**src/rtl/serial_in.sv**
```systemverilog
// serial_in: variable-rate serial link receiver, LSB first, pattern-timed.
// Define SERIAL_IN_MAJORITY_VOTE_EN for 3-sample majority bit decisions.
module serial_in #(
  parameter int DATA_BIT    = 32,
  parameter int LOW_PERIOD  = 200,
  parameter int HIGH_PERIOD = 50
) (
  input  logic                clk,
  input  logic                rst,
  input  logic                i_start,
  input  logic                i_stop,
  input  logic                i_mode,
  input  logic [DATA_BIT-1:0] i_freq_pattern,
  input  logic                i_serial_in,
  output logic [DATA_BIT-1:0] o_data,
  output logic                o_done_tick,
  output logic                o_bit_tick,
  output logic                o_busy
);

  localparam int IW = (DATA_BIT > 1) ? $clog2(DATA_BIT) : 1;
  localparam logic [7:0] LMAX = 8'(LOW_PERIOD - 1);
  localparam logic [7:0] HMAX = 8'(HIGH_PERIOD - 1);
  localparam logic [IW-1:0] LAST = IW'(DATA_BIT - 1);

  typedef enum logic [1:0] {
    S_IDLE,
    S_RECEIVE,
    S_DONE
  } state_t;

  state_t state_q, state_d;
  logic [DATA_BIT-1:0] freq_q, freq_d;
  logic [DATA_BIT-1:0] buf_q, buf_d;
  logic [DATA_BIT-1:0] data_q, data_d;
  logic [7:0] cnt_q, cnt_d;
  logic [7:0] cmax_q, cmax_d;
  logic [IW-1:0] idx_q, idx_d;
  logic done_q, done_d;
  logic bit_q, bit_d;
  logic busy_q, busy_d;

  logic [7:0] mid;
  logic [IW-1:0] nidx;
  logic at_max;
  logic last;

  assign mid    = cmax_q >> 1;
  assign nidx   = idx_q + IW'(1);
  assign at_max = (cnt_q == cmax_q);
  assign last   = (idx_q == LAST);

  function automatic logic [7:0] per_max(input logic f);
    return f ? HMAX : LMAX;
  endfunction

`ifdef SERIAL_IN_MAJORITY_VOTE_EN
  logic [1:0] smp_q, smp_d;
  logic maj;
  assign maj = (smp_q[0] & smp_q[1]) |
               (smp_q[0] & i_serial_in) |
               (smp_q[1] & i_serial_in);
`endif

  always_ff @(posedge clk) begin
    if (rst) begin
      state_q <= S_IDLE;
      freq_q  <= '0;
      buf_q   <= '0;
      data_q  <= '0;
      cnt_q   <= '0;
      cmax_q  <= '0;
      idx_q   <= '0;
      done_q  <= 1'b0;
      bit_q   <= 1'b0;
      busy_q  <= 1'b0;
`ifdef SERIAL_IN_MAJORITY_VOTE_EN
      smp_q   <= '0;
`endif
    end else begin
      state_q <= state_d;
      freq_q  <= freq_d;
      buf_q   <= buf_d;
      data_q  <= data_d;
      cnt_q   <= cnt_d;
      cmax_q  <= cmax_d;
      idx_q   <= idx_d;
      done_q  <= done_d;
      bit_q   <= bit_d;
      busy_q  <= busy_d;
`ifdef SERIAL_IN_MAJORITY_VOTE_EN
      smp_q   <= smp_d;
`endif
    end
  end

  always_comb begin
    state_d = state_q;
    freq_d  = freq_q;
    buf_d   = buf_q;
    data_d  = data_q;
    cnt_d   = cnt_q;
    cmax_d  = cmax_q;
    idx_d   = idx_q;
`ifdef SERIAL_IN_MAJORITY_VOTE_EN
    smp_d   = smp_q;
`endif
    unique case (state_q)
      S_IDLE: begin
        if (i_start) begin
          state_d = S_RECEIVE;
          freq_d  = i_freq_pattern;
          buf_d   = '0;
          cnt_d   = '0;
          idx_d   = '0;
          cmax_d  = per_max(i_freq_pattern[0]);
        end
      end
      S_RECEIVE: begin
        if (i_stop) begin
          state_d = S_IDLE;
        end else if (at_max) begin
          cnt_d = '0;
          if (last) begin
            state_d = S_DONE;
            data_d  = buf_q;
          end else begin
            idx_d  = nidx;
            cmax_d = per_max(freq_q[nidx]);
          end
        end else begin
          cnt_d = cnt_q + 8'd1;
`ifdef SERIAL_IN_MAJORITY_VOTE_EN
          if (cnt_q == mid - 8'd1) smp_d[0] = i_serial_in;
          if (cnt_q == mid) smp_d[1] = i_serial_in;
          if (cnt_q == mid + 8'd1) buf_d[idx_q] = maj;
`else
          if (cnt_q == mid) buf_d[idx_q] = i_serial_in;
`endif
        end
      end
      S_DONE: begin
        // repeat mode restarts after a single gap cycle
        if (i_stop || !i_mode) begin
          state_d = S_IDLE;
        end else begin
          state_d = S_RECEIVE;
          freq_d  = i_freq_pattern;
          buf_d   = '0;
          cnt_d   = '0;
          idx_d   = '0;
          cmax_d  = per_max(i_freq_pattern[0]);
        end
      end
      default: state_d = S_IDLE;
    endcase
  end

  always_comb begin
    bit_d  = (state_q == S_RECEIVE) && !i_stop && at_max;
    done_d = bit_d && last;
    busy_d = (state_d != S_IDLE);
  end

  assign o_data      = data_q;
  assign o_done_tick = done_q;
  assign o_bit_tick  = bit_q;
  assign o_busy      = busy_q;

endmodule

```
**config.mk**
```make
export PLATFORM = sky130hd
export DESIGN_NAME = serial_in
export DESIGN_NICKNAME = d
export VERILOG_FILES = /design/src/rtl/serial_in.sv
export SDC_FILE = /design/constraint.sdc
export NUM_CORES = 1
export LEC_CHECK = 0
export CAP_MARGIN = 20
export CORE_MARGIN = 2
export CORE_UTILIZATION = 47
export CTS_CLUSTER_DIAMETER = 80
export DETAILED_ROUTE_END_ITERATION = 10
export DONT_BUFFER_PORTS = 1
export GPL_TIMING_DRIVEN = 0
export MAX_ROUTING_LAYER = met4
export RECOVER_POWER = 100
export SETUP_SLACK_MARGIN = 0.5
export SKIP_CTS_REPAIR_TIMING = 1
export SLEW_MARGIN = 20
export SYNTH_ARGS = -nofsm -noshare
export SYNTH_HDL_FRONTEND = slang
export SYNTH_SLANG_ARGS = --single-unit
export TNS_END_PERCENT = 20
```
**constraint.sdc**
```tcl
create_clock -name clk -period 3.9 [get_ports clk]
set_clock_uncertainty 0.15 [all_clocks]
set_input_delay 0.585 -clock clk [delete_from_list [all_inputs] [get_ports clk]]
set_output_delay 0.585 -clock clk [all_outputs]
set_load 0.03 [all_outputs]
```
==> impl_metrics.json, run 1 <==
{
  "run_status": "finished, final reports clean",
  "synth-warning-count": 0,
  "grt_max_degree": 17,
  "hp_start": "i_freq_pattern[28]",
  "cts_max_level": 4,
  "drt_pass1_iterations": 4,
  "start_util_pct": 48.1,
  "detailroute.via_count": 4320,
  "die_w_um": 109,
  "highest_layer": "met4",
  "finish.utilization_pct": 54.5,
  "fp.dieArea_um2": 11900,
  "ios": 73,
  "layout.cells.non_filler": 782,
  "globalRoute.totalOverflow": 0,
  "grt_antenna_before_repair": 0,
  "timing.final.hold_violations": 0,
  "met3_length_um": 675,
  "power.leakage_nw": 2.40,
  "final_common_cell": "sky130_fd_sc_hd__nand2_1",
  "portBuffers": 0,
  "clock_latency_of_the_later_clocked_register_in_the_worst_skew_pair_ns": 0.53,
  "route.layer.met1.wl_um": 6170,
  "synth_top_flop_cell": "sky130_fd_sc_hd__dfxtp_1",
  "share_of_the_clock_period_used_by_the_worst_path_pct": 83.3,
  "avgViaCountPerCell": 5.52,
  "layout-area-overhead-vs-synth_pct": 13.3,
  "globalplace.congestion": 0.892,
  "rsz0062_at_grt": "no",
  "synth_fp_nets": 655,
  "cap_viol_max_count": 0,
  "max_slew_margin_pct": 31.4,
  "cp_data_arrival_time_ns": 3.51,
  "required_ns": 4.17,
  "synth-async-reset-ratio_pct": 0,
  "startpoint_types": "flip-flop",
  "tightestPinTransition_ns": 1.02,
  "clk_pin_slew_worst_paths_ns": 0.05,
  "highest_count_cells_in_the_layout_ignoring_fill_and_taps": "sky130_fd_sc_hd__nand2_1 (125), sky130_fd_sc_hd__dfxtp_1 (117), sky130_fd_sc_hd__a21oi_1 (69)",
  "share_of_synthesized_area_occupied_by_flip_flops_and_latches_pct": 45.1,
  "fillCellCount": 1015,
  "postSynthAreaPerCell_um2": 8.49,
  "place.detailed.instances": 751,
  "detail_route.wl_per_cell_um": 16.3,
  "rr_startpoint": "idx_q[0]",
  "period_minus_slack_ns": 3.25,
  "synth-edff-count": 0,
  "ir_worst_vdd_mv": 0.364,
  "routed-wl-met2_um": 5730,
  "crit_path_max_fanout": 10,
  "clock.fmax_ghz": 0.308,
  "dr.first_iter.drc_count": 335,
  "hold_path.class": "in -> reg",
  "synth_seq_cells": 117,
  "syn_area_um2": 5190,
  "via_count_of_the_first_global_routing_pass": 4170,
  "power.density_cell_area_nw_per_um2": 493,
  "multi_input_comb_area_um2": 2590,
  "hpwl_um": 9050,
  "clkSinkCount": 117,
  "clock_tree.buffer_depth": 2,
  "fp-row-count": 38,
  "root_buffer": "sky130_fd_sc_hd__clkbuf_8",
  "count_of_nets_left_with_antenna_violations_after_detail_routing": 0,
  "endpoint_kind": "flip-flop",
  "finalNetCount": 674,
  "cts_tree": "done",
  "netlist_instances": 611,
  "regArea_um2": 2340,
  "grt_util_all_layers_pct": 23.5,
  "finalSetupViolations": 0,
  "fp.coreArea_um2": 10800,
  "finalMaxSlewViolations": 0,
  "post_synth_num_cell_types": 52,
  "timing_worst_setup_path_type": "reg -> reg",
  "worstSetupStartpoint": "idx_q[0]",
  "final_layout_size_suffix_gt1_share_pct": 5.92,
  "antenna-diode-count": 0,
  "total_clock_buffers_created_by_cts": 17,
  "die_height_um": 109,
  "drc": 0,
  "setup_tns_ns": 0,
  "wire_length_of_the_first_global_routing_pass_um": 20600,
  "totalWireLength_um": 12700
}
[cell usage after synthesis (4+ instances only)]
master / instances / area share, %
sky130_fd_sc_hd__nor3_1: 5 / 0.48
sky130_fd_sc_hd__ha_1: 6 / 1.4
sky130_fd_sc_hd__o21ai_0: 6 / 0.58
sky130_fd_sc_hd__mux4_2: 7 / 3.0
sky130_fd_sc_hd__clkbuf_1: 38 / 2.7
sky130_fd_sc_hd__xor2_1: 8 / 1.4
sky130_fd_sc_hd__dfxtp_1: 117 / 45
sky130_fd_sc_hd__nand3_1: 11 / 1.1
sky130_fd_sc_hd__a21oi_1: 69 / 6.7
sky130_fd_sc_hd__nand2b_1: 5 / 0.60
sky130_fd_sc_hd__xnor2_1: 5 / 0.84
sky130_fd_sc_hd__nand4_1: 31 / 3.7
sky130_fd_sc_hd__buf_2: 5 / 0.48
sky130_fd_sc_hd__o32ai_1: 4 / 0.67
sky130_fd_sc_hd__nor2b_1: 4 / 0.48
sky130_fd_sc_hd__o211a_1: 5 / 0.96
sky130_fd_sc_hd__mux2i_1: 34 / 6.6
sky130_fd_sc_hd__nand2_1: 125 / 9.0
sky130_fd_sc_hd__inv_1: 14 / 1.0
sky130_fd_sc_hd__or3_1: 7 / 0.84
sky130_fd_sc_hd__o2111ai_1: 4 / 0.67
sky130_fd_sc_hd__nor2_1: 54 / 3.9
[registers in the layout (all words and copies together) (netlist names), 2 cells and up]
register  flops
buf_q        32
cmax_q        3
cnt_q         8
freq_q       32
idx_q         5
o_data       32
state_q       2
[area by class of cell]
class                      count  share of cell area, %
buffer                        46                   3.11
clock buffer                  27                   8.36
clock inverter                 4                  0.766
inverter                      15                  0.957
multi-input combinational    433                   44.0
sequential                   117                   39.8
tap                          140                   2.98
[final timing paths]
check	endpoint	slack (ns)	cells past startpoint
max	cmax_q[6]	0.65	9
min	freq_q[28]	0.04	2
max reg2reg	cmax_q[6]	0.65	9
min reg2reg	freq_q[9]	0.30	2
[metrics by stage]
step | setup WS [ns] | hold WS (ns) | power [W] | area [um^2]
after detailed placement | 0.456 | 0.297 | 0.00151 | 5370
after floorplan | 1.04 | 0.283 | 0.00145 | 5190
after global routing | 0.419 | 0.0305 | 0.00301 | 5880
final | 0.651 | 0.0376 | 0.00290 | 5880
after global placement | 0.429 | 0.291 | 0.00151 | 5370
after CTS | 0.428 | 0.0126 | 0.00293 | 5900
[kinds of logic (layout without fill, tap and decap cells)]
group	Yosys count	after routing	share of synthesized area, %
xor gates and xnor gates	14	14	2.51
AOI/OAI and AO/OA	113	113	13.8
DFF	117	117	45.1
buffers and inverters	61	92	4.82
and+or+nand+nor	259	259	22.7
adders and majority gates	6	6	1.45
muxes	41	41	9.60
[worst max-delay path, cell delays in order (launching register included)]
cell                       delay, ns
sky130_fd_sc_hd__dfxtp_1        0.41
sky130_fd_sc_hd__clkbuf_2       0.26
sky130_fd_sc_hd__inv_1          0.15
sky130_fd_sc_hd__ha_1           0.30
sky130_fd_sc_hd__clkbuf_1       0.51
sky130_fd_sc_hd__mux4_2         0.58
sky130_fd_sc_hd__mux2i_1        0.18
sky130_fd_sc_hd__or4_1          0.13
sky130_fd_sc_hd__nand4_1        0.10
sky130_fd_sc_hd__o41ai_1        0.36
[power breakdown]
group	internal (W)	leakage [nW]	total (W)	switching (W)
logic	0.0000735	1.18	0.000234	0.000160
registers	0.00122	0.949	0.00125	0.0000231
clock network	0.000905	0.266	0.00142	0.000511
total	0.00220	2.40	0.00290	0.000694
[metal layers]
metal	global-route usage, %	up-vias
met3	5.74	11
met2	34.4	96
met1	31.3	2041
li1	-	2172
met4	8.97	0
met5	-	-
Note: power is estimated with default switching activity, not from simulation.
==> inputs of run 2 (changes only) <==
--- a/config.mk
+++ b/config.mk
@@ -5,6 +5,7 @@
 export SDC_FILE = /design/constraint.sdc
 export NUM_CORES = 1
 export LEC_CHECK = 0
+export ABC_AREA = 1
 export CAP_MARGIN = 20
 export CORE_MARGIN = 2
 export CORE_UTILIZATION = 47
==> constraint.sdc (replaced) <==
create_clock -name clk -period 2.7 [get_ports clk]
set_clock_uncertainty 0.15 [all_clocks]
set_input_delay 0.405 -clock clk [delete_from_list [all_inputs] [get_ports clk]]
set_output_delay 0.405 -clock clk [all_outputs]
set_load 0.03 [all_outputs]
==> impl_metrics.json, run 2 <==
{
  "run_status": "finished, violations left",
  "violations": "hold timing",
  "syn_area_um2": 5700,
  "max_slew_margin_pct": 55.4,
  "power.leakage_nw": 3.09,
  "totalWireLength_um": 15400,
  "power.density_cell_area_nw_per_um2": 657,
  "antenna-diode-count": 0,
  "grt_util_all_layers_pct": 24.9,
  "timing.hold.ws_ns": -0.00966,
  "detailroute.via_count": 5579,
  "synth_top_flop_cell": "sky130_fd_sc_hd__dfxtp_1",
  "ios": 73,
  "finish.utilization_pct": 57.2,
  "layout-area-overhead-vs-synth_pct": 19.6,
  "place.detailed.instances": 994,
  "timing_worst_setup_path_type": "reg -> reg",
  "ir_worst_vdd_mv": 0.412,
  "highest_count_cells_in_the_layout_ignoring_fill_and_taps": "sky130_fd_sc_hd__nor2_1 (128), sky130_fd_sc_hd__nand2_1 (119), sky130_fd_sc_hd__inv_1 (117)",
  "fp-row-count": 40,
  "share_of_synthesized_area_occupied_by_flip_flops_and_latches_pct": 41.1,
  "dpl_worst_slack_ns": -0.0116,
  "synth-warning-count": 0,
  "crit_path_top_delay_cell": "sky130_fd_sc_hd__nor2_1",
  "clkSinkCount": 117,
  "yosys.cell_count.top_type": "sky130_fd_sc_hd__nor2_1",
  "globalplace.congestion": 0.946,
  "count_of_nets_left_with_antenna_violations_after_detail_routing": 0,
  "slowest_delay_ns": 0.53,
  "synth-edff-count": 0,
  "clk_pin_slew_worst_paths_ns": 0.05,
  "period_minus_slack_ns": 2.32,
  "crit_path_max_fanout": 10,
  "clock.fmax_ghz": 0.430,
  "portBuffers": 0,
  "layout.cells.non_filler": 1059,
  "wire_length_of_the_first_global_routing_pass_um": 25000,
  "clock_tree.buffer_depth": 2,
  "globalRoute.totalOverflow": 0,
  "die_w_um": 114,
  "drc": 0,
  "synthTopCellsByArea": "sky130_fd_sc_hd__dfxtp_1 (41%), sky130_fd_sc_hd__nor2_1 (8.4%), sky130_fd_sc_hd__o21ai_0 (7.9%)",
  "setup_slack_ns": 0.377,
  "postSynthAreaPerCell_um2": 6.73,
  "worstPathCellList": "inv_1, nand3_1, o31ai_1, nor2_1, clkbuf_1, nand4_1, a21oi_1",
  "rsz0062_at_grt": "yes",
  "cts_max_level": 4,
  "synth-async-reset-ratio_pct": 0,
  "detail_route.wl_per_cell_um": 14.6,
  "root_buffer": "sky130_fd_sc_hd__clkbuf_16",
  "post_synth_num_cell_types": 34,
  "finalSetupViolations": 0,
  "synth_fp_nets": 891,
  "clock_latency_of_the_later_clocked_register_in_the_worst_skew_pair_ns": 0.42,
  "fp.dieArea_um2": 13000,
  "post-synth-top-area-cell": "sky130_fd_sc_hd__dfxtp_1",
  "hold_path.class": "in -> reg",
  "final_common_cell": "sky130_fd_sc_hd__nor2_1",
  "timing.final.hold_violations": 1,
  "synth_seq_cells": 117,
  "tightestPinTransition_ns": 0.666,
  "die_height_um": 114,
  "finalNetCount": 945,
  "drt_pass1_iterations": 7,
  "via_count_of_the_first_global_routing_pass": 5119,
  "grt_antenna_before_repair": 0,
  "cts_tree": "done",
  "hpwl_um": 10600,
  "grt_max_degree": 17,
  "share_of_the_clock_period_used_by_the_worst_path_pct": 86.0,
  "dr.first_iter.drc_count": 363,
  "final_layout_size_suffix_gt1_share_pct": 7.46,
  "finalMaxSlewViolations": 0,
  "cp_data_arrival_time_ns": 2.51,
  "fp.coreArea_um2": 11900,
  "netlist.area_leader.share_pct": 41.1,
  "total_clock_buffers_created_by_cts": 17,
  "required_ns": 2.89,
  "netlist_instances": 847,
  "cap_viol_max_count": 0,
  "endpoint_kind": "flip-flop",
  "avgViaCountPerCell": 5.27,
  "start_util_pct": 47.8,
  "post_synth_most_frequent_cells": "sky130_fd_sc_hd__nor2_1 (127), sky130_fd_sc_hd__nand2_1 (118), sky130_fd_sc_hd__dfxtp_1 (117)",
  "startpoint_types": "flip-flop"
}
run 2: metrics by stage:
step	total power, W	TNS [ns]	area (um^2)
3_3_place_gp	0.00238	0	5880
6_report	0.00448	0	6810
3_5_place_dp	0.00239	-0.0116	5880
5_1_grt	0.00468	0	6810
4_1_cts	0.00444	-0.0274	6420
2_1_floorplan	0.00225	0	5700
run 2: worst paths after layout:
check / startpoint / to / slack [ns] / depth (start not counted)
worst max-delay path: state_q[0] / buf_q[28] / 0.38 / 7
worst min-delay path: i_freq_pattern[18] / freq_q[18] / -0.01 / 2
worst max register to register: state_q[0] / buf_q[28] / 0.38 / 7
worst min register to register: buf_q[9] / buf_q[9] / 0.31 / 2
run 2: area by class of cell:
| cell class | instances | area, um^2 |
|---|---|---|
| Tap cell | 147 | 184 |
| Timing Repair Buffer | 35 | 340 |
| Sequential cell | 117 | 2350 |
| Fill cell | 1174 | 5100 |
| Multi-Input combinational cell | 557 | 2670 |
| Clock buffer | 26 | 519 |
| Clock inverter | 4 | 20.0 |
| Inverter | 120 | 454 |
| Buffer | 53 | 283 |
run 2: routing by layer:
| layer | track usage, % | up-vias | wire, um |
|---|---|---|---|
| li1 | - | 2857 | - |
| met1 | 33.7 | 2511 | 7320 |
| met2 | 35.8 | 180 | 6830 |
| met3 | 6.14 | 31 | 987 |
| met4 | 9.51 | 0 | 301 |
| met5 | - | - | 0 |
run 2: worst max-delay path, delay by kind of cell, from the launching register on:
family          cells  cell delay (ns)
flops               1             0.39
buf+inv             2             0.59
compound gates      2             0.29
simple gates        3             0.82
run 2: power by group:
part           leakage (nW)  switching (W)  internal (W)
Sequential            0.953      0.0000381       0.00178
Clock                 0.272       0.000747       0.00130
Combinational          1.87       0.000392      0.000215
run 2: cell families (layout without fill, tap and decap cells):
group,after synthesis,in the layout,synth area share [%]
simple gates,359,359,27.8
buf+inv,173,238,12.4
flops,117,117,41.1
compound gates,188,188,16.7
xor+xnor,4,4,0.615
fa+ha+maj,6,6,1.32
